[src/rtl/mem_stage_ctrl_pkg.sv]
// LC-3b shared types plus MEM-stage sequencer state and opcode class helpers.
package lc3b_types;

  typedef logic [15:0] lc3b_word;

  typedef enum logic [3:0] {
    op_br   = 4'd0,  op_add = 4'd1,  op_ldb = 4'd2,  op_stb  = 4'd3,
    op_jsr  = 4'd4,  op_and = 4'd5,  op_ldr = 4'd6,  op_str  = 4'd7,
    op_rti  = 4'd8,  op_not = 4'd9,  op_ldi = 4'd10, op_sti  = 4'd11,
    op_jmp  = 4'd12, op_shf = 4'd13, op_lea = 4'd14, op_trap = 4'd15
  } lc3b_opcode;

  typedef enum logic [1:0] {IDLE, ACC1, ACC2, DONE} mem_state_t;

  function automatic logic is_memop(lc3b_opcode op);
    return op inside {op_ldr, op_ldb, op_ldi, op_str, op_stb, op_sti, op_trap};
  endfunction

  // Ops that are subject to word-alignment checking.
  function automatic logic is_word_op(lc3b_opcode op);
    return op inside {op_ldr, op_str, op_ldi, op_sti};
  endfunction

  function automatic logic is_indirect(lc3b_opcode op);
    return op inside {op_ldi, op_sti};
  endfunction

  // First access is a write only for direct stores; STI first reads its pointer.
  function automatic logic is_direct_store(lc3b_opcode op);
    return op inside {op_str, op_stb};
  endfunction

endpackage

[src/rtl/mem_stage_ctrl_byte_lane.sv]
// Byte-lane helper: STB replication / lane enable and LDB extract with zero-extension.
module mem_byte_lane #(
  parameter int DATA_W = 16
) (
  input  logic                  byte_sel,
  input  logic [7:0]            sd_byte,
  input  logic [DATA_W-1:0]     rdata,
  output logic [DATA_W-1:0]     st_wdata,
  output logic [DATA_W/8-1:0]   st_be,
  output logic [DATA_W-1:0]     ld_data
);
  localparam int LANES = DATA_W / 8;

  for (genvar i = 0; i < LANES; i++) begin : g_lane
    assign st_wdata[i*8 +: 8] = sd_byte;
    assign st_be[i]           = (int'(byte_sel) == i);
  end

  assign ld_data = {{(DATA_W-8){1'b0}}, rdata[8*int'(byte_sel) +: 8]};

endmodule

[src/rtl/mem_stage_ctrl.sv]
// MEM-stage data-memory sequencer for LC-3b loads/stores/LDI/STI/TRAP.
// Optional MEM_ALIGN_CHECK_EN: odd word addresses abort to DONE with misalign=1.
module mem_stage_ctrl
  import lc3b_types::*;
#(
  parameter int ADDR_W = 16,
  parameter int DATA_W = 16
) (
  input  logic                clk,
  input  logic                rst_n,
  input  logic                valid_in,
  input  logic [3:0]          opcode,
  input  logic [ADDR_W-1:0]   addr_in,
  input  logic [DATA_W-1:0]   store_data,
  input  logic                mem_resp,
  input  logic [DATA_W-1:0]   mem_rdata,
  output logic                mem_read,
  output logic                mem_write,
  output logic [ADDR_W-1:0]   mem_address,
  output logic [DATA_W-1:0]   mem_wdata,
  output logic [DATA_W/8-1:0] mem_byte_enable,
  output logic                stall,
  output logic [DATA_W-1:0]   wb_data,
  output logic                misalign
);
  mem_state_t          state, state_n;
  lc3b_opcode          op_in, op_q;
  logic                byte_q, byte_sel;
  logic [DATA_W-1:0]   sd_q;
  logic                start, mis_in, mis_ptr, misalign_q;
  logic [ADDR_W-1:0]   ptr;
  logic [DATA_W-1:0]   lane_wdata, lane_ldata;
  logic [DATA_W/8-1:0] lane_be;

  assign op_in    = lc3b_opcode'(opcode);
  assign start    = valid_in && is_memop(op_in);
  assign ptr      = ADDR_W'({mem_rdata[DATA_W-1:1], 1'b0});
  assign byte_sel = (state == IDLE) ? addr_in[0] : byte_q;
  assign misalign = misalign_q;

`ifdef MEM_ALIGN_CHECK_EN
  assign mis_in  = is_word_op(op_in) && addr_in[0];
  assign mis_ptr = mem_rdata[0];
`else
  assign mis_in  = 1'b0;
  assign mis_ptr = 1'b0;
`endif

  mem_byte_lane #(.DATA_W(DATA_W)) u_lane (
    .byte_sel (byte_sel),
    .sd_byte  (store_data[7:0]),
    .rdata    (mem_rdata),
    .st_wdata (lane_wdata),
    .st_be    (lane_be),
    .ld_data  (lane_ldata)
  );

  always_ff @(posedge clk) begin
    if (!rst_n) state <= IDLE;
    else        state <= state_n;
  end

  always_comb begin
    state_n = state;
    stall   = 1'b0;
    case (state)
      IDLE: if (start) begin
        stall   = 1'b1;
        state_n = mis_in ? DONE : ACC1;
      end
      ACC1: begin
        stall = 1'b1;
        if (mem_resp) state_n = (is_indirect(op_q) && !mis_ptr) ? ACC2 : DONE;
      end
      ACC2: begin
        stall = 1'b1;
        if (mem_resp) state_n = DONE;
      end
      DONE:    state_n = IDLE;
      default: state_n = IDLE;
    endcase
  end

  // Request outputs are registered and only move on state entry.
  always_ff @(posedge clk) begin
    if (!rst_n) begin
      op_q            <= op_br;
      byte_q          <= 1'b0;
      sd_q            <= '0;
      mem_read        <= 1'b0;
      mem_write       <= 1'b0;
      mem_address     <= '0;
      mem_wdata       <= '0;
      mem_byte_enable <= '0;
      wb_data         <= '0;
      misalign_q      <= 1'b0;
    end else begin
      case (state)
        IDLE: if (start) begin
          op_q   <= op_in;
          byte_q <= addr_in[0];
          sd_q   <= store_data;
          if (mis_in) begin
            misalign_q <= 1'b1;
            wb_data    <= '0;
          end else begin
            mem_address     <= {addr_in[ADDR_W-1:1], 1'b0};
            mem_read        <= !is_direct_store(op_in);
            mem_write       <= is_direct_store(op_in);
            mem_wdata       <= (op_in == op_stb) ? lane_wdata : store_data;
            mem_byte_enable <= !is_direct_store(op_in) ? '0 :
                               (op_in == op_stb) ? lane_be : '1;
          end
        end
        ACC1: if (mem_resp) begin
          if (is_indirect(op_q) && !mis_ptr) begin
            mem_address     <= ptr;
            mem_read        <= (op_q == op_ldi);
            mem_write       <= (op_q == op_sti);
            mem_wdata       <= sd_q;
            mem_byte_enable <= (op_q == op_sti) ? '1 : '0;
          end else begin
            mem_read        <= 1'b0;
            mem_write       <= 1'b0;
            mem_byte_enable <= '0;
            if (is_indirect(op_q)) begin
              misalign_q <= 1'b1;
              wb_data    <= '0;
            end else if (op_q == op_ldb) begin
              wb_data <= lane_ldata;
            end else if (!is_direct_store(op_q)) begin
              wb_data <= mem_rdata;
            end
          end
        end
        ACC2: if (mem_resp) begin
          mem_read        <= 1'b0;
          mem_write       <= 1'b0;
          mem_byte_enable <= '0;
          if (op_q == op_ldi) wb_data <= mem_rdata;
        end
        DONE:    misalign_q <= 1'b0;
        default: ;
      endcase
    end
  end

endmodule

[config.mk]
export PLATFORM = sky130hd
export DESIGN_NAME = mem_stage_ctrl
export DESIGN_NICKNAME = d
export VERILOG_FILES = /design/src/rtl/mem_stage_ctrl_pkg.sv /design/src/rtl/mem_stage_ctrl_byte_lane.sv /design/src/rtl/mem_stage_ctrl.sv
export SDC_FILE = /design/constraint.sdc
export NUM_CORES = 1
export LEC_CHECK = 0
export CORE_MARGIN = 4
export CORE_UTILIZATION = 47
export CTS_CLUSTER_DIAMETER = 120
export CTS_CLUSTER_SIZE = 25
export DETAILED_ROUTE_END_ITERATION = 10
export PLACE_DENSITY = 0.8
export SLEW_MARGIN = 20
export SYNTH_ARGS = -nofsm -noshare
export SYNTH_HDL_FRONTEND = slang
export SYNTH_SLANG_ARGS = --single-unit
[constraint.sdc]
create_clock -name clk -period 2.2 [get_ports clk]
set_clock_uncertainty 0.1 [all_clocks]
set_input_delay 0.33 -clock clk [delete_from_list [all_inputs] [get_ports clk]]
set_output_delay 0.33 -clock clk [all_outputs]
set_load 0.03 [all_outputs]
== Word level (Yosys, flattened, before mapping) ==
Cells that the tools add are included.
Storage, ports and cells
  input port bits: 56
  output and inout port bits: 54
  register bits: 75
  word-level logic and storage cells: 91
Cells by class
  bitwise operators: 1
  shift operators: 1
  equality and inequality tests: 22
  reduce and logical (&&, ||, !) cells: 16
  muxes and demuxes: 41
Operators with widths (count)
  $mux W16: 13
  $pmux W16 S2: 3
  $eq A4 B4 Y1 const B: 5
  $mux W2: 10
  $eq A4 B2 Y1 const B: 4
  $shiftx A16 B5 Y8: 1
  $eq A4 B3 Y1 const B: 3
  $ne A2 B2 Y1 const B: 6
  $mux W1: 10
  $reduce_bool A2 Y1: 5
  $pmux W2 S4: 1
  $reduce_and A4 Y1: 2
  $reduce_bool A7 Y1: 1
  $pmux W1 S3: 2
  $pmux W2 S3: 1
  $reduce_and A6 Y1: 1
  $eq A2 B2 Y1 const B: 2
  $ne A3 B3 Y1 const B: 1
  $reduce_and A3 Y1: 1
  $reduce_bool A3 Y1: 1
  $eq A2 B1 Y1 const B: 1
  $logic_not A2 Y1: 1
  $pmux W1 S2: 1
  $reduce_and A2 Y1: 1
  4 further kinds: 4

== Logic depth before layout (Yosys ltp) ==
Gate-level depths: netlist of the first run.
  depth after elaboration: 7
  mapped depth: 8

== Modules after synthesis ==
From an unflattened synthesis of the first run, not the netlist that was laid out.
Second synthesis, totals
  cell total of the unflattened synthesis: 417
  area, all modules: 4075.2 um^2
Modules (own cells, without submodules)
  mem_stage_ctrl: cells each 381, times used 1, area an instance 3748.6 um^2
  mem_byte_lane: cells each 36, times used 1, area an instance 326.6 um^2

== Worst setup path before layout of the first run ==
Ideal clock, no wire load.
  path type: flip-flop to output port
  start: reg state[0]
  end: out stall
  cell stages (with the launch flop): 6
  setup slack: 0.167 ns
  arrival: 1.603 ns
  cells stage by stage: dfxtp_1 inv_1 ha_1 nand4_1 buf_2 a21oi_1
Between the ends
  longest elaborated chain between the ends: 3
  elaborated cells on any way between the ends: 5
  classes of those cells: eq/ne (2); mux (1); reduce/logical (2)
Ends and longest elaborated chain
  start, declared: line mem_stage_ctrl.sv:26  | mem_state_t state, state_n;
  start signal, assigned: line mem_stage_ctrl.sv:60  | else state <= state_n;
  $eq A2 B2 Y1 / $eq A2 B1 Y1 (equally long branches): line mem_stage_ctrl.sv:66  | case (state)
  $reduce_or A2 Y1 (no line)
  $pmux W1 S2 (*): line mem_stage_ctrl.sv:66
  end, declared: line mem_stage_ctrl.sv:22  | output logic stall,
Mark *: on every way between the ends. The rest lies on a longest branch, timed or not.

== Worst setup path in the final report of the first run ==
Same ends and word-level chain as after synthesis.

==> results of run 1 <==
-- cell type report --
cell class,instances,area (sq um)
clock buffers,11,141.4
clock inverters,5,53.80
fillers,578,2338
inverters,7,26.28
multi-input cells,254,1948
flip-flops and latches,74,1481
well taps,99,123.9
repair buffers,127,1256
-- worst min-delay path, cell delays in order, from the launching register on --
cell,delay (ns)
dfxtp_1,0.32
nand2_1,0.05
o22ai_1,0.06
-- per-stage QoR --
step	setup slack [ns]	setup TNS (ns)	hold WS [ns]	cells	cell area, sq um
after CTS	0.06826	0	0.3747	577	5027
after floorplan	0.1672	0	0.3579	368	3612
after detailed placement	-0.1081	-0.7019	0.3593	561	4826
after global routing	-0.05395	-0.05395	0.4007	577	5031
after global placement	-0.03063	-0.1970	0.3619	561	4826
final	0.06357	0	0.3736	577	5031
-- power by group through the flow --
stage                     clock [mW]  sequential (mW)  combinational, mW
after floorplan                    0             2.43               1.71
after global placement             0             1.89               3.34
after detailed placement           0             1.90               3.40
after CTS                       1.07             1.87               3.42
after global routing            1.12             1.91               3.67
final                           1.05             1.87               3.43
-- synth_stat cells, types with 2 or more instances --
library cell  number  area share [%]
o21ai_0           18             2.5
mux2_1             8             2.5
o211ai_1           8             1.7
a311oi_1           2            0.49
o22ai_1            8             1.4
a211oi_1           9             1.9
a21oi_1           47             6.5
ha_1               4             1.4
nand4_1            9             1.6
inv_1              7            0.73
buf_2             17             2.4
mux2i_1           52              14
nor2_1            25             2.6
clkbuf_1           8            0.83
nor4bb_1           2            0.55
and2_1             2            0.35
buf_4              6             1.2
nand3b_1           2            0.42
nand2_1           11             1.1
dfxtp_1           74              41
a211oi_2          22             7.6
-- cell families (layout without fill, tap and decap cells) --
kind of cell,after synthesis,in the layout
AOI/OAI and AO/OA,124,124
DFF,74,74
muxes,62,62
and+or+nand+nor,62,62
buffers and inverters,40,150
adders and majority gates,4,4
other,1,2
-- state kept, by name, indices dropped and copies added, names as in the netlist --
name	flops
mem_address	15
mem_read	1
mem_write	1
wb_data	16
byte_q	1
state	2
mem_wdata	16
sd_q	16
mem_byte_enable	2
op_q	4
-- path summary, 6_finish.rpt --
path                               from                          to  slack [ns]  cells past startpoint
max               state[0]$_SDFFE_PN0P_                       stall        0.06                      6
min          mem_wdata[11]$_SDFFE_PN0P_  mem_wdata[11]$_SDFFE_PN0P_        0.37                      2
max reg2reg       state[0]$_SDFFE_PN0P_     wb_data[1]$_SDFFE_PN0P_        0.11                      6
min reg2reg  mem_wdata[11]$_SDFFE_PN0P_  mem_wdata[11]$_SDFFE_PN0P_        0.37                      2
-- timing repair --
action	in CTS	in global routing
pin swaps	0	2
resized for setup	1	1
endpoints found under the setup margin	8	1
-- layer usage --
layer	wire, um	vias to the layer above
li1	-	1573
met1	4470	1618
met2	5302	108
met3	562	19
met4	153	0
met5	0	-
==> results.toml, run 1 <==
[run_status]
outcome = "complete, no violations"

[power_and_ir_drop]
intPower_mw = 3.647
p_leak_nw = 1.846
pwr-share-comb_pct = 54.0
swShare_pct = 42.55
seqPwrFrac_pct = 29.5
total_power_mw = 6.348
p_sw_mw = 2.701
power_frac_clock_pct = 16.5
p_per_area_nw_per_um2 = 1262
ir_worst_vdd_mv = 0.6593

[grt]
grt_use_met3_pct = 4.499
globalRouteOverflowTotal = 0
grt_pass1_vias = 3250
gr-usage-met2_pct = 37.52
grt_busiest_layer = "met2"
antenna_found_initial = 0
grt_max_degree = 32
groute.usage.overall_pct = 22.88
grtUsageMet1_pct = 29.92
grt_pass1_wl_um = 16250

[clocking]
cts_sinks = 74
numCtsBuffers = 9
htreeDepth = 3
cts_root_buffer = "clkbuf_8"
post-cts-setup-buffer-count = 0
ctsHoldBuffers = 0
cts_tree = "yes"
clk_pin_slew_ns = 0.08
cts_buffer_depth = 2
insertion_delay_ns = 0.34

[critical_path]
cpPeakStageDelay_ns = 0.34
crit_path_start_kind = "register"
crit_chain = "inv_1, ha_1, buf_4, nand4_1, a21oi_2, buf_4"
critPathMostFrequentCell = "buf_4"
critPathTopFamily = "buffers and inverters"
worstPathArrival_ns = 1.71
critPathKind = "register to primary output"
cp-end-kind = "primary output"
required_ns = 1.77
slowest_stage = "dfxtp_1"
critical_path.max_fanout = 4
worst-path-buf-inv = 3

[placed_design]
gp_congestion = 0.8802
dpl.hpwl_um = 7622
numPortBuffers = 107

[floorplanning]
io_pins = 110
core.rowCount = 31
start_util_pct = 48.96
core_sq_um = 7370
die_w_um = 95.62
die_h_um = 95.62
die_area_sq_um = 9143

[finish]
most-common-layout-cells = "clkdlybuf4s50_1 (106), dfxtp_1 (74), mux2i_1 (52), a21oi_1 (46), nor2_1 (25)"
layout.cells.most_common = "clkdlybuf4s50_1"
drive_gt1_share_pct = 15.06
area_delta_synth_final_pct = 39.42
finish.utilization_pct = 68.27
final_nets = 533
antenna_cells = 0

[synth]
synth-edff-count = 0
ys_types = 47
synth-simple-area-share_pct = 9.397
syn_area_per_cell_sq_um = 9.832
ys_warn_count = 0
synth-xor-area-share_pct = 0
ys_ff_latch = 74
synthMuxAreaShare_pct = 17.61
synth_compound_area_share_pct = 24.86
synth_top_family_by_area = "compound AO/OA/AOI/OAI gates"
synth-adder-area-share_pct = 1.387
synthCells = 367
synthFlopType = "dfxtp_1"
netlist_area_sq_um = 3608
yosysSeqAreaShare_pct = 41.05
ys_async_sr_fraction_pct = 0

[routing]
drc_errors = 0
routed_wl_um = 10490
ant_nets = 0
vias_per_cell = 5.750
vias = 3318
drt_iter0_markers = 109
routedWlPerCell_um = 18.18
drt-pass1-iter-count = 5

[sta]
worst_slew_pin_slew_ns = 0.5854
max_slew_margin_pct = 60.93
post-route-min-period_ns = 2.136
hold_viol = 0
finalSetupViolations = 0
finalMaxSlewViolations = 0
period_share_pct = 97.11
clock.fmax_mhz = 468.1

[job]
drv_cap = 0

[hold_path]
min_path_type = "register to register"
(Power assumes the default switching activity.)
==> inputs of run 2 (changes only) <==
--- a/config.mk
+++ b/config.mk
@@ -5,12 +5,13 @@
 export SDC_FILE = /design/constraint.sdc
 export NUM_CORES = 1
 export LEC_CHECK = 0
-export CORE_MARGIN = 4
 export CORE_UTILIZATION = 47
 export CTS_CLUSTER_DIAMETER = 120
 export CTS_CLUSTER_SIZE = 25
 export DETAILED_ROUTE_END_ITERATION = 10
 export PLACE_DENSITY = 0.8
+export REMOVE_ABC_BUFFERS = 1
+export SKIP_CTS_REPAIR_TIMING = 1
 export SLEW_MARGIN = 20
 export SYNTH_ARGS = -nofsm -noshare
 export SYNTH_HDL_FRONTEND = slang
==> run 2 against run 1 <==
  * Global-route usage increased by 3.1 points
  * Via count shrank 1.7%
  * Cell area is 0.22% higher
  * Sequential cell count unchanged
  * Routed wire length down 2.9%
  * Non-clock buffer count decreased by 3
  * Clock power increased by 12%
  * Sequential share of layout area fell by 0.066 points
  * Highest routed layer unchanged
==> results.toml, run 2 (synthesis gave the netlist of run 1 again) <==
[run_status]
outcome = "complete, no violations"

[power_and_ir_drop]
p_leak_nw = 1.845
ir_worst_vdd_mv = 0.8066
p_per_area_nw_per_um2 = 1293

[hold_path]
min_path_type = "register to register"
worstHoldEndpoint = "mem_wdata[13]$_SDFFE_PN0P_"
worstHoldStart = "mem_wdata[13]$_SDFFE_PN0P_"
hold_depth = 2

[critical_path]
cp-end-kind = "primary output"
required_ns = 1.77
r2r_end = "mem_address[6]$_SDFFE_PN0P_"
critical_path.max_fanout = 5
r2r_start = "state[1]$_SDFFE_PN0P_"
worstPathArrival_ns = 1.67
crit_path_start_kind = "register"
r2r_slack_ns = 0.13
critPathKind = "register to primary output"
rr_worst_depth = 8
slowest_stage = "dfxtp_1"
cpPeakStageDelay_ns = 0.34
crit_chain = "inv_1, ha_2, nand4_1, a21oi_1, buf_4"

[clocking]
cts_sinks = 74
clk_pin_slew_ns = 0.08
cts_tree = "yes"
cts_root_buffer = "clkbuf_8"
htreeDepth = 3
numCtsBuffers = 9
insertion_delay_ns = 0.34
cts_buffer_depth = 2

[finish]
layout.cells.most_common = "clkdlybuf4s50_1"
fin_area_sq_um = 5042
multi_input_area_sq_um = 1942
antenna_cells = 0
fin_cells = 574
fillers = 570
most-common-layout-cells = "clkdlybuf4s50_1 (106), dfxtp_1 (74), mux2i_1 (52), a21oi_1 (47), nor2_1 (25)"
area_delta_synth_final_pct = 39.74
drive_gt1_share_pct = 14.74
final_nets = 530
top_regs = "mem_wdata (16), sd_q (16), wb_data (16)"
seq_area_sq_um = 1481

[grt]
grt_max_degree = 31
groute.usage.overall_pct = 25.95
grt_pass1_wl_um = 15640
antenna_found_initial = 0
globalRouteOverflowTotal = 0
grt_pass1_vias = 3214

[routing]
vias_per_cell = 5.685
drt_iter0_markers = 128
routedWlPerCell_um = 17.75
ant_nets = 0
drc_errors = 0
drt-pass1-iter-count = 4
routed_wl_um = 10190
vias = 3263

[floorplanning]
io_pins = 110
die_w_um = 89.62
die_area_sq_um = 8032
core_sq_um = 7331
die_h_um = 89.62
core.rowCount = 31
start_util_pct = 49.22

[placed_design]
numPortBuffers = 107
placedCellCount = 558
place_area_sq_um = 4817
gp_congestion = 0.8398
dpl.hpwl_um = 7067
post-place-ws_ns = -0.02469

[sta]
fin_setup_tns_ns = 0
clock.fmax_mhz = 475.5
hold_viol = 0
finalMaxSlewViolations = 0
fin_ws_ns = 0.09701
post-route-min-period_ns = 2.103
rsz0062_at_grt = "false"
finalSetupViolations = 0
period_share_pct = 95.59

[job]
drv_cap = 0
[run 2: cell types whose count changed in the layout (fill, tap and decap cells not counted), sizes merged]
cell / change
buf: -3
clkinv: -2
bufinv: +1
clkinvlp: +1
[run 2: through the flow]
stage / power, mW / hold slack [ns] / util (%)
3_5_place_dp: 5.321 / 0.3612 / 65.71
4_1_cts: 6.513 / 0.3768 / 68.70
3_3_place_gp: 5.239 / 0.3560 / 65.71
5_1_grt: 6.849 / 0.3947 / 68.78
6_report: 6.518 / 0.3750 / 68.78
2_1_floorplan: 3.998 / 0.3579 / -
[run 2: cell type report]
cell class              count  share of cell area (%)
inverters                   7                  0.5211
repair buffers            124                   24.79
flip-flops and latches     74                   29.38
multi-input cells         254                   38.51
well taps                  99                   2.457
clock buffers              11                   2.804
clock inverters             5                   1.538
[run 2: critical path: cells and delay by family, from the launching register on]
kind                       cells  cell delay, ns
DFF                            1            0.34
buffers and inverters          2            0.32
adders and majority gates      1            0.27
AOI/OAI and AO/OA              1            0.22
and+or+nand+nor                1            0.20
[run 2: routing by layer]
layer  share of wire, %  track usage [%]  vias up
li1                   -                -     1575
met1                 42            31.04     1585
met3                4.4            6.764       18
met5                  0                0        -
met2                 52            44.08       85
met4                2.0            11.11        0
[run 2: where the power goes]
part / total (mW) / leakage (nW) / internal (mW) / switching (mW)
combinational: 3.46 / 1.13 / 1.42 / 2.04
sequential: 1.88 / 0.606 / 1.68 / 0.198
clock: 1.18 / 0.109 / 0.667 / 0.514
[run 2: worst max path at each step]
stage / slack [ns] / cells after the start / endpoint / startpoint
after global placement: 0.05 / 6 / mem_wdata[15]$_SDFFE_PN0P_ / opcode[0]
final: 0.1 / 5 / stall / state[0]$_SDFFE_PN0P_
after floorplan: -1.66 / 6 / mem_address[9]$_SDFFE_PN0P_ / state[1]$_SDFFE_PN0P_
after CTS: 0.04 / 5 / stall / state[0]$_SDFFE_PN0P_
after global routing: 0.01 / 8 / mem_address[6]$_SDFFE_PN0P_ / state[1]$_SDFFE_PN0P_
after detailed placement: -0.02 / 6 / mem_wdata[10]$_SDFFE_PN0P_ / opcode[0]
